### src/rtl/scurve_test_control.sv
// Threshold-DAC / channel sweep sequencer feeding the single-channel S-curve counter stage.
// Define SCURVE_TAIL_WORD_EN to append a 16'hFF45 tail word after a completed sweep.
module scurve_test_control #(
  parameter int DAC_WIDTH = 10,
  parameter int CHN_NUM   = 64
) (
  input  logic                 Clk,
  input  logic                 reset_n,
  input  logic                 Test_Start,
  input  logic                 Single_Chn_Mode,
  input  logic [5:0]           Single_Chn,
  input  logic [DAC_WIDTH-1:0] Start_Dac,
  input  logic [DAC_WIDTH-1:0] End_Dac,
  input  logic [DAC_WIDTH-1:0] Dac_Step,
  input  logic                 Config_Done,
  input  logic                 One_Channel_Done,
  output logic                 Config_Start,
  output logic [DAC_WIDTH-1:0] Dac_Code,
  output logic [CHN_NUM-1:0]   Chn_Mask,
  output logic                 SCurve_Test_Start,
  output logic [15:0]          Header_Data,
  output logic                 Header_wr_en,
  output logic                 Busy,
  output logic                 Sweep_Done
);

  typedef enum logic [3:0] {
    IDLE        = 4'd0,
    CFG_LOAD    = 4'd1,
    CFG_WAIT    = 4'd2,
    HEADER      = 4'd3,
    START_POINT = 4'd4,
    WAIT_POINT  = 4'd5,
    NEXT_DAC    = 4'd6,
    NEXT_CHN    = 4'd7,
    TAIL        = 4'd8,
    DONE        = 4'd9
  } state_t;

  state_t               state;
  state_t               state_next;
  logic                 test_start_q;
  logic                 start;
  logic                 abort;
  logic [5:0]           chn;
  logic [5:0]           chn_next;
  logic [DAC_WIDTH-1:0] dac;
  logic [DAC_WIDTH-1:0] dac_next;
  logic [DAC_WIDTH-1:0] start_l;
  logic [DAC_WIDTH-1:0] end_l;
  logic [DAC_WIDTH-1:0] step_l;
  logic                 mode_l;
  logic [DAC_WIDTH:0]   sum;

  assign start = Test_Start & ~test_start_q;
  assign abort = ~test_start_q;

  // State register
  always_ff @(posedge Clk or negedge reset_n) begin
    if (!reset_n) begin
      state <= IDLE;
    end else begin
      state <= state_next;
    end
  end

  // Channel/DAC counters, Test_Start edge register and sweep-setting latches
  always_ff @(posedge Clk or negedge reset_n) begin
    if (!reset_n) begin
      test_start_q <= 1'b0;
      chn          <= 6'd0;
      dac          <= '0;
      start_l      <= '0;
      end_l        <= '0;
      step_l       <= '0;
      mode_l       <= 1'b0;
    end else begin
      test_start_q <= Test_Start;
      chn          <= chn_next;
      dac          <= dac_next;
      if (state == IDLE && start) begin
        start_l <= Start_Dac;
        end_l   <= End_Dac;
        step_l  <= (Dac_Step == '0) ? {{(DAC_WIDTH-1){1'b0}}, 1'b1} : Dac_Step;
        mode_l  <= Single_Chn_Mode;
      end
    end
  end

  // Next-state and next channel/DAC selection
  always_comb begin
    state_next = state;
    chn_next   = chn;
    dac_next   = dac;
    sum        = {1'b0, dac} + {1'b0, step_l};
    case (state)
      IDLE: begin
        if (start) begin
          chn_next   = Single_Chn_Mode ? Single_Chn : 6'd0;
          dac_next   = Start_Dac;
          state_next = CFG_LOAD;
        end else begin
          state_next = IDLE;
        end
      end
      CFG_LOAD:    state_next = abort ? IDLE : CFG_WAIT;
      CFG_WAIT: begin
        if (Config_Done) begin
          state_next = abort ? IDLE : HEADER;
        end else begin
          state_next = CFG_WAIT;
        end
      end
      HEADER:      state_next = abort ? IDLE : START_POINT;
      START_POINT: state_next = abort ? IDLE : WAIT_POINT;
      // An abort here still lets the counter stage finish its point
      WAIT_POINT: begin
        if (One_Channel_Done) begin
          state_next = abort ? IDLE : NEXT_DAC;
        end else begin
          state_next = WAIT_POINT;
        end
      end
      NEXT_DAC: begin
        if (abort) begin
          state_next = IDLE;
        end else if (sum[DAC_WIDTH] || (sum[DAC_WIDTH-1:0] > end_l) || (start_l > end_l)) begin
          state_next = NEXT_CHN;
        end else begin
          dac_next   = sum[DAC_WIDTH-1:0];
          state_next = CFG_LOAD;
        end
      end
      NEXT_CHN: begin
        if (abort) begin
          state_next = IDLE;
        end else if (mode_l || (chn == 6'(CHN_NUM - 1))) begin
`ifdef SCURVE_TAIL_WORD_EN
          state_next = TAIL;
`else
          state_next = DONE;
`endif
        end else begin
          chn_next   = chn + 6'd1;
          dac_next   = start_l;
          state_next = CFG_LOAD;
        end
      end
      TAIL:        state_next = abort ? IDLE : DONE;
      DONE:        state_next = abort ? IDLE : DONE;
      default:     state_next = IDLE;
    endcase
  end

  // Registered outputs, decoded from the state being entered so they align with it
  always_ff @(posedge Clk or negedge reset_n) begin
    if (!reset_n) begin
      Config_Start      <= 1'b0;
      Dac_Code          <= '0;
      Chn_Mask          <= '0;
      SCurve_Test_Start <= 1'b0;
      Header_Data       <= 16'd0;
      Header_wr_en      <= 1'b0;
      Busy              <= 1'b0;
      Sweep_Done        <= 1'b0;
    end else begin
      Config_Start      <= (state_next == CFG_LOAD);
      SCurve_Test_Start <= (state_next == START_POINT);
      Header_wr_en      <= (state_next == HEADER) || (state_next == TAIL);
      Busy              <= (state_next != IDLE) && (state_next != DONE);
      Sweep_Done        <= (state_next == DONE);
      if (state_next == CFG_LOAD) begin
        Dac_Code <= dac_next;
        Chn_Mask <= {{(CHN_NUM-1){1'b0}}, 1'b1} << chn_next;
      end
      if (state_next == HEADER) begin
        Header_Data <= {chn, 10'(dac)};
      end else if (state_next == TAIL) begin
        Header_Data <= 16'hFF45;
      end
    end
  end

endmodule

### config.mk
export PLATFORM = sky130hd
export DESIGN_NAME = scurve_test_control
export DESIGN_NICKNAME = d
export VERILOG_FILES = /design/src/rtl/scurve_test_control.sv
export SDC_FILE = /design/constraint.sdc
export NUM_CORES = 1
export LEC_CHECK = 0
export CORE_UTILIZATION = 40
export DETAILED_ROUTE_END_ITERATION = 10
export HOLD_SLACK_MARGIN = 0.15
export SYNTH_ARGS = -nofsm -noshare
export SYNTH_HDL_FRONTEND = slang
export SYNTH_SLANG_ARGS = --single-unit
### constraint.sdc
create_clock -name Clk -period 6.2 [get_ports Clk]
set_input_delay 0.93 -clock Clk [delete_from_list [all_inputs] [get_ports Clk]]
set_output_delay 0.93 -clock Clk [all_outputs]
set_load 0.02 [all_outputs]
# Word-level counts from Yosys, hierarchy flattened

Cells that the tools add are included.

Register bits: 147
Latch bits: 0
Bits in writable memories: 0
ROM bits: 0
Input port bits: 42
Output and inout port bits: 95
Logic and storage cells: 78
Memories: 0

Add/subtract/negate cells: 2
Multipliers: 0
Divide/modulo/power cells: 0
$lt $le $gt $ge: 2
Eq/ne operators: 16
Shifts and indexed selects: 1
Multiplexer cells: 28
Bitwise operators: 2
Reduce and logical (&&, ||, !) cells: 11

Operators by type and width:

| kind                                                                | count |
|---|---|
| 1-bit by 6-bit << shifter with 64-bit output (first input constant) | 1 |
| 10-bit two-way mux                                                  | 6 |
| 4-bit case mux with 9 select lines                                  | 1 |
| 16-bit two-way mux                                                  | 2 |
| 10-bit case mux with 3 select lines                                 | 1 |
| 6-bit two-way mux                                                   | 4 |
| 4-bit by 3-bit == test with 1-bit output (second input constant)    | 5 |
| 10-bit greater-than comparator                                      | 2 |
| 3-bit two-way mux                                                   | 6 |
| 4-bit == test (second input constant)                               | 4 |
| 4-bit by 2-bit == test with 1-bit output (second input constant)    | 3 |
| 4-bit two-way mux                                                   | 3 |
| 6-bit case mux with 2 select lines                                  | 1 |
| 10-bit by 10-bit adder with 11-bit output                           | 1 |
| 10-bit zero test                                                    | 1 |
| 4-bit by 1-bit == test with 1-bit output (second input constant)    | 2 |
| 6-bit by 1-bit adder with 6-bit output (second input constant)      | 1 |
| 6-bit == test (second input constant)                               | 1 |
| 2-bit two-way mux                                                   | 3 |
| 4-bit zero test                                                     | 1 |
| 1-bit logical OR                                                    | 4 |
| 4-bit inequality test (second input constant)                       | 1 |
| 4-bit nonzero test                                                  | 1 |
| 1-bit logical AND                                                   | 2 |
| 5 further kinds                                                     | 5 |

# Logic depth before layout (Yosys ltp)

Depth after elaboration: 10
Gate-level depth with buffers: 16
Mapped depth without buffers: 15

# Worst setup path before layout

OpenSTA, ideal clock, no wires.

Kind: reg-to-reg
From: register dac[0]
To: register Dac_Code[3]
Setup time: 125 ps
Arrival: 3,890 ps
Required time: 6,075 ps
Setup slack: 2,185 ps
Cell stages (with the launch flop): 15
Buffers on the path: 0
Cells stage by stage: dfrtp_1 ha_1 fa_1 a211oi_1 o21ai_0 a311oi_1 a21oi_1 ha_1 nand4_1 a211oi_1 a2111o_1 a222oi_1 nand2_1 o311a_1 mux2_2

RTL lines:

| item                                        | line | source |
|---|---|---|
| start, declared                             | 47   | `logic [DAC_WIDTH-1:0] dac;` |
| start signal, assigned                      | 80   | `dac <= dac_next;` |
| 10-bit by 10-bit adder with 11-bit output * | 95   | `sum = {1'b0, dac} + {1'b0, step_l};` |
| 10-bit greater-than comparator              | 127  | `end else if (sum[DAC_WIDTH] \|\| (sum[DAC_WIDTH-1:0] > end_l) \|\| (start_l > end_l)) begin` |
| 1-bit logical OR (2 in a row)               | 127  |  |
| 10-bit two-way mux *                        | 127  |  |
| 10-bit two-way mux *                        | 125  | `if (abort) begin` |
| 10-bit case mux with 3 select lines *       | 96   | `case (state)` |
| via dac_next[3]                             | 48   | `logic [DAC_WIDTH-1:0] dac_next;` |
| end signal, assigned                        | 173  | `Dac_Code <= dac_next;` |
| end, declared                               | 18   | `output logic [DAC_WIDTH-1:0] Dac_Code,` |

The timed path passes the listed nets; every way through them passes the cells marked *.
A chain may end at the register's enable or synchronous reset.

# Worst setup path after layout

From: register dac[0]
To: register Chn_Mask[15]

Word-level cells in the longest chain between the ends: 8

RTL lines:

| item                                        | line | source |
|---|---|---|
| 10-bit by 10-bit adder with 11-bit output * | 95   |  |
| 10-bit greater-than comparator              | 127  |  |
| 1-bit logical OR * (2 in a row)             | 127  |  |
| 3-bit two-way mux *                         | 127  |  |
| 3-bit two-way mux *                         | 125  |  |
| 4-bit case mux with 9 select lines *        | 96   |  |
| 4-bit by 1-bit == test with 1-bit output *  | 172  | `if (state_next == CFG_LOAD) begin` |
| end signal, assigned                        | 174  | `Chn_Mask <= {{(CHN_NUM-1){1'b0}}, 1'b1} << chn_next;` |
| end, declared                               | 19   | `output logic [CHN_NUM-1:0] Chn_Mask,` |

Every way passes the cells marked *; elsewhere a longest branch is shown, timed or not.

==> impl.org <==
** Drt
- Avg WL per Cell :: 18.5 um
- For this run, the detailed router's first-pass iteration total came to 5.
- Final Routed Wirelength :: 20.4 mm
- The detailed router finished its first iteration with 529 violations.
- Using the TritonRoute via totals, the vias-per-cell ratio works out to 5.50.
- Post-route ant nets :: 0
- Vias after detailed routing :: 6059
- After detailed routing, the number of remaining DRC violations is 0.

** Critical path
- Across all register-to-register paths, the minimum setup slack is 1.26 ns.
- In this run the critical register-to-register path is captured at Chn_Mask[15].
- The worst setup path is launched from a flip-flop.
- Data required time of the critical path :: 6.53 ns
- For the worst setup path, the data arrival time is 5.27 ns.
- For the worst flop-to-flop path, the logic depth is 16.
- Worst reg2reg path startpoint :: dac[0]
- The worst setup path is captured at a flip-flop.
- Type of the setup path with the least slack :: flip-flop to flip-flop
- Biggest fanout along the worst timing path :: 83

** Placed design
- Buffers placed on the I/O ports in this run total 136.
- After detailed placement, the total cell area comes to 8810 um2.
- Half-perimeter wire length after detailed placement :: 15.3 mm
- Final GP Congestion :: 0.869

** Clock network
- Number of buffers inserted by post-CTS setup repair :: 0
- The clock net in this run drives a total of 147 sinks.
- Max clock buf depth :: 2
- Clk slew on worst S/H paths :: 0.06 ns
- Hold repair after CTS inserted 0 buffers.
- H-tree depth reported by CTS :: 4
- TritonCTS created 17 clock buffers.
- TritonCTS clock tree :: built
- The number of gates resized after CTS was 0.
- Clock latency on the worst-skew pair :: 0.43 ns
- The root buffer cell chosen for the clock tree is sky130_fd_sc_hd__clkbuf_16.

** Synth
- After synthesis the netlist holds a flip-flop and latch count of 147.
- After synthesis, the share of flip-flops with an asynchronous set or reset is 100%.
- By area the synthesized netlist is led by sky130_fd_sc_hd__dfrtp_1, sky130_fd_sc_hd__nand2_1, sky130_fd_sc_hd__ha_1, sky130_fd_sc_hd__o21ai_0, sky130_fd_sc_hd__mux2_2.
- The share of synthesized area in the top cell type comes to 50.6%.
- Yosys mapped a number of flops with a built-in enable equal to 0.
- Summed over all instances, the cell type with the most area after synthesis is sky130_fd_sc_hd__dfrtp_1.
- Register area share after synthesis :: 50.6%
- Number of nets in the synthesized netlist :: 811
- Predominant post-synthesis flop cell :: sky130_fd_sc_hd__dfrtp_1
- After technology mapping, the gate count stands at 737.
- Summing every instance area after synthesis gives 7270 um2.
- Dividing the synthesized area by the synthesized cell count gives 9.87 um2.
- For this run, the number of Yosys warnings is 0.
- Count of unique library cells instantiated by Yosys :: 71

** Finish
- Commonest non-fill, non-tap cell in the layout :: sky130_fd_sc_hd__nand2_1
- Cells with a size suffix above 1 make up 9.46% of the layout.
- Compared with the post-synthesis result, the final layout area differs by 29.4%.
- Cells fill 53.6% of the core in the end.
- Area occupied by registers :: 3680 um2
- Filler Cell Count :: 1580
- Leaving out fill and tap cells, the most frequent cells in the layout are sky130_fd_sc_hd__nand2_1, sky130_fd_sc_hd__dfrtp_1, sky130_fd_sc_hd__clkdlybuf4s50_1.
- The finished cells cover 9410 um2.
- Multi-input combinational cell area :: 3360 um2
- Count of antenna diodes in the layout :: 0
- NumNets Final :: 938

** Power and ir drop
- Ratio of total power to cell area :: 519 nW/um2
- For this design the static power due to leakage is 4.27 nW.
- Combinational share of power :: 48.5%
- Largest voltage drop on the vdd net :: 0.223 mV
- Net switching is 43.5% of the power.
- Clock network fraction of total power :: 21.4%
- Internal power :: 2.76 mW
- Sequential cell fraction of total power :: 30.2%
- The analysis attributes to net switching a power of 2.12 mW.

** Die
- The floorplan step defined a core boundary enclosing 17500 um2.
- Total Die Area :: 18700 um2
- Die H :: 137 um
- Starting utilization of the core area :: 41.5%
- Number of placement rows :: 48
- For this design the top-level I/O count stands at 137.
- Die boundary width :: 137 um

** Worst hold path
- Number of instances on the worst hold path :: 2
- For hold timing, the worst endpoint is Chn_Mask[2].
- Hold path startpoint :: Chn_Mask[2]
- Class of the tightest hold or removal check :: flip-flop to flip-flop

** STA
- Unrepaired setup endpoints after global routing :: false
- Share of the cycle needed by the critical path after routing :: 79.7%
- The final number of hold-violating endpoints came to 0.
- Worst Max-Slew Pin Slew :: 1.26 ns
- Setup violations remaining at the end of the flow were counted as 0.
- Worst Skew :: 0.0120 ns
- Period minus WS final :: 4.94 ns
- Based on the critical path, the design can be clocked at up to 0.202 GHz.
- The worst pin sits at a relative slew slack of 15.7%.
- Summed negative setup slack over all endpoints :: 0 ns
- The number of slew-limit violations in the final report is 0.

** Global route
- Pin count of the biggest net entering global routing :: 108
- Overflow left after global routing :: 0
- Number of antenna violations at the first check in global routing :: 0
- GRT Resource Usage Total :: 23.2%
- Number of global-route vias before repair :: 5997
- The first global-routing pass estimated 32.7 mm of wire.

** Flow run
- Maxcap violations :: 0

** Status
- The run finished with clean final reports.
==> how the worst max path moves through the flow <==
stage / from / end / slack [ns]
finish: dac[0] / Chn_Mask[15] / 1.26
global route: dac[0] / Chn_Mask[15] / 0.82
CTS: dac[0] / Chn_Mask[15] / 1.32
detailed placement: dac[0] / Chn_Mask[15] / 1.33
global placement: dac[0] / Chn_Mask[43] / 1.61
floorplan: dac[0] / Dac_Code[3] / 2.18
==> power groups by stage <==
stage | clock network, mW | registers (mW) | logic (mW)
2_1_floorplan | 0 | 1.55 | 1.46
6_report | 1.04 | 1.47 | 2.37
3_3_place_gp | 0 | 1.48 | 2.30
3_5_place_dp | 0 | 1.49 | 2.35
4_1_cts | 1.06 | 1.47 | 2.36
5_1_grt | 1.10 | 1.51 | 2.63
==> cell type report <==
| type | instances | share of cell area [%] |
|---|---|---|
| clock buffers | 17 | 4.52 |
| clock inverters | 15 | 1.80 |
| inverters | 27 | 1.08 |
| multi-input cells | 531 | 35.7 |
| flip-flops and latches | 147 | 39.1 |
| well taps | 225 | 2.99 |
| repair buffers | 140 | 14.8 |
==> routing by layer <==
metal	track usage (%)	routed length (um)	vias up
met5	0	0	-
met2	37.7	9710	171
met4	7.57	439	0
met1	31.1	9420	2981
met3	4.37	819	28
li1	-	-	2879
==> kinds of logic after synthesis <==
logic type	share of synthesized area [%]
compound gates	18.4
xor+xnor	0.843
fa+ha+maj	5.61
buf+inv	3.24
flops	50.6
mux	3.49
simple gates	17.9
==> registers in the layout, indices dropped and copies added, names as in the netlist, 4 cells and up <==
name         count
start_l         10
step_l          10
Header_Data     16
end_l           10
chn              6
state            4
Dac_Code        10
Chn_Mask        64
dac             10
==> cells in the mapped netlist, drive strengths merged, types with 5 or more instances <==
| master | n |
|---|---|
| ha | 31 |
| a22o | 15 |
| nor3 | 6 |
| o211ai | 5 |
| o31ai | 6 |
| and4 | 5 |
| or2 | 6 |
| nand4 | 6 |
| inv | 27 |
| nand2 | 159 |
| nand2b | 14 |
| dfrtp | 147 |
| nor2 | 32 |
| o21ai | 79 |
| a21o | 7 |
| a221o | 10 |
| a211o | 6 |
| a21oi | 27 |
| a221oi | 5 |
| nand3 | 16 |
| a211oi | 7 |
| nor2b | 10 |
| mux2 | 19 |
| buf | 9 |
| clkbuf | 23 |
==> worst max-delay path, cell delays in order (launching register included) <==
cell and delay, ns:
sky130_fd_sc_hd__dfrtp_1 0.41, sky130_fd_sc_hd__ha_1 0.25, sky130_fd_sc_hd__fa_1 0.43, sky130_fd_sc_hd__a211oi_1 0.32
sky130_fd_sc_hd__o21ai_0 0.20, sky130_fd_sc_hd__a311oi_1 0.31, sky130_fd_sc_hd__a21oi_1 0.11, sky130_fd_sc_hd__ha_1 0.32
sky130_fd_sc_hd__nand4_1 0.11, sky130_fd_sc_hd__a211oi_1 0.06, sky130_fd_sc_hd__a2111o_1 0.40, sky130_fd_sc_hd__a222oi_1 0.46
sky130_fd_sc_hd__o211ai_1 0.18, sky130_fd_sc_hd__buf_4 0.38, sky130_fd_sc_hd__inv_2 0.30, sky130_fd_sc_hd__nand4_1 0.29
sky130_fd_sc_hd__o21ai_0 0.28
==> metrics by stage <==
| step | setup WS, ns | total power, mW | std cells | hold WS (ns) |
|---|---|---|---|---|
| global placement | 1.61 | 3.79 | 1070 | 0.464 |
| floorplan | 2.18 | 3.01 | 737 | 0.450 |
| finish | 1.26 | 4.88 | 1102 | 0.482 |
| CTS | 1.32 | 4.89 | 1102 | 0.485 |
| global route | 0.823 | 5.24 | 1102 | 0.509 |
| detailed placement | 1.33 | 3.83 | 1070 | 0.471 |
No activity file was read; power rests on OpenSTA's default activity.
